===== src/rtl/if_stage_pkg.sv =====
// rtl/if_stage_pkg.sv - shared fetch-stage widths, reset PC, NOP word and FSM encodings
// The S_DISCARD state exists only when IF_REDIRECT_EN is defined.
package if_stage_pkg;

    localparam int INST_ADDR_W = 32;
    localparam int INST_W      = 64;
    localparam int FIFO_DEPTH  = 2;
    localparam int FIFO_W      = INST_ADDR_W + INST_W;

    localparam logic [INST_ADDR_W-1:0] START_PC = 32'h0000_0000;
    localparam logic [INST_W-1:0]      NOP_INST = 64'h0;
    localparam logic [INST_ADDR_W-1:0] PC_STEP  = 32'd8;

    typedef enum logic [1:0] {
        S_BOOT    = 2'd0,
        S_FETCH   = 2'd1,
        S_FULL    = 2'd2
`ifdef IF_REDIRECT_EN
        ,
        S_DISCARD = 2'd3
`endif
    } state_t;

    typedef struct packed {
        logic [INST_ADDR_W-1:0] pc;
        logic [INST_W-1:0]      inst;
    } fetch_entry_t;

    function automatic logic [INST_ADDR_W-1:0] align8(input logic [INST_ADDR_W-1:0] addr);
        return addr & 32'hFFFF_FFF8;
    endfunction

endpackage


===== src/rtl/if_fifo.sv =====
// rtl/if_fifo.sv - small {pc, inst} response FIFO with push/pop/flush and occupancy count
// Pointers wrap naturally, so DEPTH must be a power of two.
module if_fifo
    import if_stage_pkg::*;
#(
    parameter int DEPTH = FIFO_DEPTH,
    parameter int WIDTH = FIFO_W
) (
    input  logic                       clk,
    input  logic                       rst,
    input  logic                       push,
    input  logic [WIDTH-1:0]           push_data,
    input  logic                       pop,
    input  logic                       flush,
    output logic [$clog2(DEPTH+1)-1:0] count,
    output logic [WIDTH-1:0]           head,
    output logic                       empty
);

    localparam int PTR_W = (DEPTH > 1) ? $clog2(DEPTH) : 1;
    localparam int CNT_W = $clog2(DEPTH + 1);

    logic [WIDTH-1:0] r_mem [DEPTH];
    logic [PTR_W-1:0] r_wr;
    logic [PTR_W-1:0] r_rd;
    logic [CNT_W-1:0] r_count;

    logic w_full;
    logic w_do_push;
    logic w_do_pop;

    assign w_full    = (r_count == CNT_W'(DEPTH));
    assign w_do_push = push & ~w_full;
    assign w_do_pop  = pop & (r_count != '0);

    always_ff @(posedge clk or negedge rst) begin
        if (!rst) begin
            r_wr    <= '0;
            r_rd    <= '0;
            r_count <= '0;
            for (int i = 0; i < DEPTH; i++) begin
                r_mem[i] <= '0;
            end
        end else if (flush) begin
            r_wr    <= '0;
            r_rd    <= '0;
            r_count <= '0;
        end else begin
            if (w_do_push) begin
                r_mem[r_wr] <= push_data;
                r_wr        <= r_wr + PTR_W'(1);
            end
            if (w_do_pop) begin
                r_rd <= r_rd + PTR_W'(1);
            end
            if (w_do_push && !w_do_pop) begin
                r_count <= r_count + CNT_W'(1);
            end else if (!w_do_push && w_do_pop) begin
                r_count <= r_count - CNT_W'(1);
            end
        end
    end

    assign count = r_count;
    assign head  = r_mem[r_rd];
    assign empty = (r_count == '0);

endmodule


===== src/rtl/if_stage.sv =====
// rtl/if_stage.sv - instruction fetch stage: one outstanding imem request, 2-entry response buffer
// Define IF_REDIRECT_EN to add redirect_i/redirect_pc_i and the S_DISCARD state.
module if_stage
    import if_stage_pkg::*;
(
    input  logic                   clk,
    input  logic                   rst,
`ifdef IF_REDIRECT_EN
    input  logic                   redirect_i,
    input  logic [INST_ADDR_W-1:0] redirect_pc_i,
`endif
    input  logic                   stall_i,
    output logic                   imem_req_o,
    output logic [INST_ADDR_W-1:0] imem_addr_o,
    input  logic                   imem_ack_i,
    input  logic [INST_W-1:0]      imem_rdata_i,
    output logic                   if_valid_o,
    output logic [INST_ADDR_W-1:0] pc_o,
    output logic [INST_W-1:0]      inst_o
);

    state_t                 r_state;
    state_t                 w_next;
    logic [INST_ADDR_W-1:0] r_pc;

    logic                   w_redirect;
    logic [INST_ADDR_W-1:0] w_redirect_pc;
    logic                   w_push;
    logic                   w_pop;
    logic                   w_empty;
    logic [1:0]             w_count;
    logic [1:0]             w_count_after;
    logic [FIFO_W-1:0]      w_head;
    fetch_entry_t           w_push_entry;
    fetch_entry_t           w_head_entry;

`ifdef IF_REDIRECT_EN
    logic [INST_ADDR_W-1:0] r_disc_addr;

    assign w_redirect    = redirect_i;
    assign w_redirect_pc = align8(redirect_pc_i);
`else
    assign w_redirect    = 1'b0;
    assign w_redirect_pc = START_PC;
`endif

    // A response that coincides with a redirect belongs to the old path and is dropped.
    assign w_push        = (r_state == S_FETCH) & imem_ack_i & ~w_redirect;
    assign w_pop         = ~w_empty & ~stall_i & ~w_redirect;
    assign w_count_after = w_count + {1'b0, w_push} - {1'b0, w_pop};

    assign w_push_entry  = '{pc: r_pc, inst: imem_rdata_i};
    assign w_head_entry  = fetch_entry_t'(w_head);

    if_fifo #(
        .DEPTH (FIFO_DEPTH),
        .WIDTH (FIFO_W)
    ) u_fifo (
        .clk       (clk),
        .rst       (rst),
        .push      (w_push),
        .push_data (w_push_entry),
        .pop       (w_pop),
        .flush     (w_redirect),
        .count     (w_count),
        .head      (w_head),
        .empty     (w_empty)
    );

    always_ff @(posedge clk or negedge rst) begin
        if (!rst) begin
            r_state <= S_BOOT;
        end else begin
            r_state <= w_next;
        end
    end

    always_ff @(posedge clk or negedge rst) begin
        if (!rst) begin
            r_pc <= START_PC;
        end else if (w_redirect) begin
            r_pc <= w_redirect_pc;
        end else if (w_push) begin
            r_pc <= r_pc + PC_STEP;
        end
    end

`ifdef IF_REDIRECT_EN
    // The abandoned request must keep its address until memory acknowledges it.
    always_ff @(posedge clk or negedge rst) begin
        if (!rst) begin
            r_disc_addr <= '0;
        end else if ((r_state == S_FETCH) && w_redirect && !imem_ack_i) begin
            r_disc_addr <= r_pc;
        end
    end
`endif

    always_comb begin
        w_next = r_state;
        case (r_state)
            S_BOOT: begin
                w_next = S_FETCH;
            end
            S_FETCH: begin
`ifdef IF_REDIRECT_EN
                if (w_redirect) begin
                    w_next = imem_ack_i ? S_FETCH : S_DISCARD;
                end else
`endif
                if (w_push && (w_count_after == 2'd2)) begin
                    w_next = S_FULL;
                end
            end
            S_FULL: begin
                if (w_pop || w_redirect) begin
                    w_next = S_FETCH;
                end
            end
`ifdef IF_REDIRECT_EN
            S_DISCARD: begin
                if (imem_ack_i) begin
                    w_next = S_FETCH;
                end
            end
`endif
            default: begin
                w_next = S_BOOT;
            end
        endcase
    end

    always_comb begin
        imem_req_o  = 1'b0;
        imem_addr_o = '0;
        case (r_state)
            S_FETCH: begin
                imem_req_o  = 1'b1;
                imem_addr_o = r_pc;
            end
`ifdef IF_REDIRECT_EN
            S_DISCARD: begin
                imem_req_o  = 1'b1;
                imem_addr_o = r_disc_addr;
            end
`endif
            default: begin
                imem_req_o  = 1'b0;
                imem_addr_o = '0;
            end
        endcase
    end

    always_comb begin
        if_valid_o = ~w_empty;
        pc_o       = w_empty ? '0 : w_head_entry.pc;
        inst_o     = w_empty ? NOP_INST : w_head_entry.inst;
    end

endmodule


===== config.mk =====
export PLATFORM = sky130hd
export DESIGN_NAME = if_stage
export DESIGN_NICKNAME = d
export VERILOG_FILES = /design/src/rtl/if_stage_pkg.sv /design/src/rtl/if_fifo.sv /design/src/rtl/if_stage.sv
export SDC_FILE = /design/constraint.sdc
export NUM_CORES = 1
export LEC_CHECK = 0
export CAP_MARGIN = 10
export CORE_MARGIN = 10
export CORE_UTILIZATION = 55
export DETAILED_ROUTE_END_ITERATION = 8
export DONT_BUFFER_PORTS = 1
export PLACE_DENSITY = 0.76
export SKIP_CTS_REPAIR_TIMING = 1
export SLEW_MARGIN = 20
export SYNTH_ARGS = -nofsm -noshare
export SYNTH_HDL_FRONTEND = slang
export SYNTH_SLANG_ARGS = --single-unit

===== constraint.sdc =====
create_clock -name clk -period 2.87 [get_ports clk]
set_input_delay 0.287 -clock clk [delete_from_list [all_inputs] [get_ports clk]]
set_output_delay 0.287 -clock clk [all_outputs]
set_load 0.005 [all_outputs]

==> impl.org <==
** Layout
- Syn-to-layout area delta :: 14.6%
- Share of layout cells above drive strength 1 :: between 20% and 30%
- After the last flow step, the layout net total stands at ~910.
- Count of filler cells inserted in the layout :: 1,361
- The number of antenna diodes in the final layout is 0.
- After routing the design area is around 12,000 µm².

** Clock network
- At the later pin of the worst-skew pair, clock insertion delay measures between 0.5 and 0.6 ns.
- Number of buffers between clock root and the deepest sink :: 3
- CTS built an H-tree with a depth of 1.
- TritonCTS built the clock tree.
- CTS saw about 220 sinks.
- Clock-pin slew was measured on the worst setup and hold paths at roughly 0.06 ns.
- Clock tree synthesis inserted a total of 24 buffers.
- The tree is rooted in a sky130_fd_sc_hd__clkbuf_16.

** GRT
- After global routing, the most crowded layer is met2.
- For this run, global-route usage on met1 was measured as 22.6%.
- The number of global-route vias before repair was 6,332.
- Global-route wire length before repair :: 35,900 µm
- Pin count of the biggest net entering global routing :: ~220
- After global routing the overflow that remains totals 0.
- Global routing used between 20% and 30% of the available met2 tracks.
- Antenna violations before repair :: 0
- Across every metal layer, demand over resource in global routing totals 17.7%.
- Global routing met3 resource utilization :: under 10%

** Critical path
- Data arrives at the worst endpoint at between 2 and 2.5 ns.
- Category of the worst setup path launch point :: flop
- Required time reported for the critical path endpoint :: between 2 and 3 ns
- In this design, the stage delay of the slowest critical-path cell is around 0.74 ns.
- Walking the worst path, the cells encountered are nor2_4 -> buf_4 -> nor2_1.
- Category of the critical setup timing path :: flop to output port
- STA classifies the critical path endpoint as an output port.
- On the critical path, the stage with the largest delay is an instance of sky130_fd_sc_hd__buf_4.
- Crit Path Max Fanout :: 93

** Detailed routing
- Detailed-route wire length per cell :: about 21 µm
- Dividing the detail-routed via count by the number of cells gives ~5.7.
- ANT nets after route :: 0
- # DRC :: 0
- Total number of vias :: roughly 6,000
- Number of DRC markers after the initial detailed-route iteration :: between 300 and 400
- Final routed wirelength across all metal layers :: ~23,000 µm
- The first detailed-routing pass ran for 4 iterations.

** Placed design
- The placed instances occupy a cell area of ~11,000 µm².
- Detailed placement ended at an HPWL of between 15,000 and 20,000 µm.
- OpenSTA, run right after detailed placement, puts the worst setup slack at between 0.6 and 0.7 ns.
- I/O Buffers :: 0
- At the end of routability-driven placement, the weighted congestion stood at 0.774.

** STA
- Tightest Pin Transition :: 1.03 ns
- Relative slew margins :: a little under a third
- Worst hold margin :: -0.516 ns
- Number of hold violations in the final report :: 221
- For the final routed database, the setup TNS stands at 0 ns.
- Final Max Slew Viols :: 0
- Tmin final :: approximately 2.5 ns
- Setup violations remaining at the end of the flow were counted as 0.
- Highest Clock Rate :: around 0.40 GHz
- The worst path meets setup with 0.370 ns of slack.
- Unrepaired setup endpoints after global routing :: false
- Part of the cycle the worst path needs :: 87.1%
- Max Clock Skew :: about 0.022 ns

** Floorplanning
- In this run the vertical extent of the chip is 158 µm.
- Core Box Area :: 18,800 µm²
- Row count :: 50
- Die boundary width :: between 150 and 200 µm
- For this configuration, the core starts out at a cell density of 55.9%.
- I/O Pins :: 198
- The die covers about 25,000 µm².

** Pwr
- Design Power :: 0.0126 W
- VDD sags by at most around 1.4 mV.
- For this design the ratio of total power to cell area is approximately 1000 nW/µm².
- Static power due to leakage :: about 5.8 nW

** Outcome
- Violated checks :: hold timing
- Outcome :: finished with violations

** Synthesis
- Yosys printed 0 warnings.
- Syn avg cell area :: between 10 and 15 µm²
- Counting every instance in the synthesized netlist gives around 780.
- Post-synth cell types :: 33
- Post-synthesis sequential area ratio :: 52.7%
- Synthesis inferred 221 register bits.
- Synthesized cell area :: around 10,000 µm²

** Run
- Max-cap violations in this run came to 0.

** Min path
- Tightest Hold Check Type :: primary input to asynchronous set/reset pin
==> critical path: cells and delay by family (launching register included) <==
family        cells  cell delay (ns)
flops             1             0.48
simple gates      2             0.37
buf+inv           1             0.74
==> cells in the mapped netlist <==
library cell | n | share of area (%)
sky130_fd_sc_hd__nand3_1 | 11 | 0.52
sky130_fd_sc_hd__nand4_1 | 13 | 0.77
sky130_fd_sc_hd__ha_1 | 4 | 0.48
sky130_fd_sc_hd__buf_8 | 1 | 0.14
sky130_fd_sc_hd__buf_6 | 15 | 1.6
sky130_fd_sc_hd__nor2_1 | 101 | 3.6
sky130_fd_sc_hd__nand3b_4 | 1 | 0.19
sky130_fd_sc_hd__and4_1 | 2 | 0.17
sky130_fd_sc_hd__o22ai_1 | 1 | 0.060
sky130_fd_sc_hd__mux2_4 | 70 | 10
sky130_fd_sc_hd__nor3_1 | 2 | 0.095
sky130_fd_sc_hd__nand4b_1 | 1 | 0.083
sky130_fd_sc_hd__and4b_1 | 1 | 0.095
sky130_fd_sc_hd__clkbuf_1 | 16 | 0.57
sky130_fd_sc_hd__buf_4 | 8 | 0.57
sky130_fd_sc_hd__buf_2 | 11 | 0.52
sky130_fd_sc_hd__dfrtp_1 | 221 | 53
sky130_fd_sc_hd__and3_1 | 4 | 0.24
sky130_fd_sc_hd__mux2i_1 | 93 | 8.9
sky130_fd_sc_hd__nor4_4 | 1 | 0.20
sky130_fd_sc_hd__a21oi_4 | 1 | 0.16
sky130_fd_sc_hd__nand2b_1 | 1 | 0.060
sky130_fd_sc_hd__conb_1 | 1 | 0.036
sky130_fd_sc_hd__nor2b_1 | 1 | 0.060
sky130_fd_sc_hd__and2b_4 | 1 | 0.095
sky130_fd_sc_hd__xnor2_1 | 27 | 2.3
sky130_fd_sc_hd__xor2_1 | 8 | 0.67
sky130_fd_sc_hd__and2_1 | 31 | 1.8
sky130_fd_sc_hd__mux2_2 | 48 | 5.2
sky130_fd_sc_hd__nand2_1 | 10 | 0.36
sky130_fd_sc_hd__mux2_1 | 70 | 7.5
sky130_fd_sc_hd__inv_1 | 4 | 0.14
sky130_fd_sc_hd__clkbuf_2 | 3 | 0.14
==> where the power goes <==
part	leakage [nW]	switching (W)	total [W]	internal (W)
registers	2.77	0.000797	0.00503	0.00423
clock network	0.375	0.00121	0.00296	0.00175
logic	2.68	0.00227	0.00459	0.00232
==> kinds of logic (layout without fill, tap and decap cells) <==
group	Yosys count	in the layout	synth area share, %
multiplexers	281	281	31.5
flip-flops	221	221	52.7
AND/OR/NAND/NOR	181	181	8.40
buffers and inverters	58	124	3.71
XOR/XNOR	35	35	2.92
adder cells (fa/ha/maj)	4	4	0.477
AO/OA/AOI/OAI	2	2	0.215
other	1	6	0.0357
==> registers in the layout, summed over array words and instances, names as in the netlist <==
signal,count
r_pc,29
u_fifo.r_mem,186
u_fifo.count,2
r_state,2
u_fifo.r_rd,1
u_fifo.r_wr,1
==> per-stage QoR <==
step | cells | utilization, %
global route | 1088 | 64.1
floorplan | 788 | -
CTS | 1023 | 60.6
global placement | 982 | 56.6
detailed placement | 982 | 56.6
finish | 1088 | 64.1
==> per-layer routing <==
| layer | wire [µm] | vias to the layer above | share of wire [%] |
|---|---|---|---|
| met5 | 0 | - | 0 |
| met2 | 11200 | 177 | 49 |
| met4 | 393 | 0 | 1.7 |
| li1 | - | 2789 | - |
| met1 | 9790 | 3176 | 42 |
| met3 | 1700 | 30 | 7.4 |
==> final timing paths <==
check,cells past startpoint,slack [ns],from,end
setup reg to reg,11,0.61,u_fifo.count[1]$_DFFE_PN0P_,r_state[0]$_DFFE_PN0P_
hold reg to reg,1,0.48,u_fifo.r_mem[179]$_DFFE_PN0P_,u_fifo.r_mem[179]$_DFFE_PN0P_
hold / removal,0,-0.52,rst,u_fifo.r_mem[41]$_DFFE_PN0P_
min in group clk,3,0.05,imem_ack_i,r_state[0]$_DFFE_PN0P_
max in group asynchronous,0,2.89,rst,u_fifo.r_rd$_DFFE_PN0P_
setup / recovery,3,0.37,u_fifo.count[1]$_DFFE_PN0P_,inst_o[13]
==> placed cells by master (no fill, tap or decap), types with 2 or more instances in the layout <==
| master | count |
|---|---|
| sky130_fd_sc_hd__nand2_1 | 9 |
| sky130_fd_sc_hd__dfrtp_1 | 220 |
| sky130_fd_sc_hd__clkbuf_1 | 6 |
| sky130_fd_sc_hd__mux2_2 | 48 |
| sky130_fd_sc_hd__nand3_1 | 11 |
| sky130_fd_sc_hd__nor3_1 | 2 |
| sky130_fd_sc_hd__dlygate4sd3_1 | 65 |
| sky130_fd_sc_hd__mux2_1 | 70 |
| sky130_fd_sc_hd__conb_1 | 6 |
| sky130_fd_sc_hd__mux2_4 | 70 |
| sky130_fd_sc_hd__nand4_1 | 13 |
| sky130_fd_sc_hd__buf_4 | 9 |
| sky130_fd_sc_hd__bufinv_16 | 2 |
| sky130_fd_sc_hd__clkinv_2 | 6 |
| sky130_fd_sc_hd__xnor2_1 | 27 |
| sky130_fd_sc_hd__clkbuf_16 | 24 |
| sky130_fd_sc_hd__and4_1 | 2 |
| sky130_fd_sc_hd__inv_1 | 4 |
| sky130_fd_sc_hd__nor2_1 | 100 |
| sky130_fd_sc_hd__mux2i_1 | 93 |
| sky130_fd_sc_hd__and3_1 | 4 |
| sky130_fd_sc_hd__ha_1 | 4 |
| sky130_fd_sc_hd__and2_1 | 31 |
| sky130_fd_sc_hd__xor2_1 | 8 |
| sky130_fd_sc_hd__buf_12 | 5 |
==> final cells by class <==
cell class | count | area (µm²) | area share (%)
multi-input combinational | 509 | 4610 | 38.3
tap | 234 | 293 | 2.43
sequential | 221 | 5530 | 46.0
inverter | 4 | 15.0 | 0.125
timing repair buffer | 79 | 818 | 6.81
clock buffer | 31 | 637 | 5.30
clock inverter | 10 | 118 | 0.978
Power figures use the tool's default switching activity.
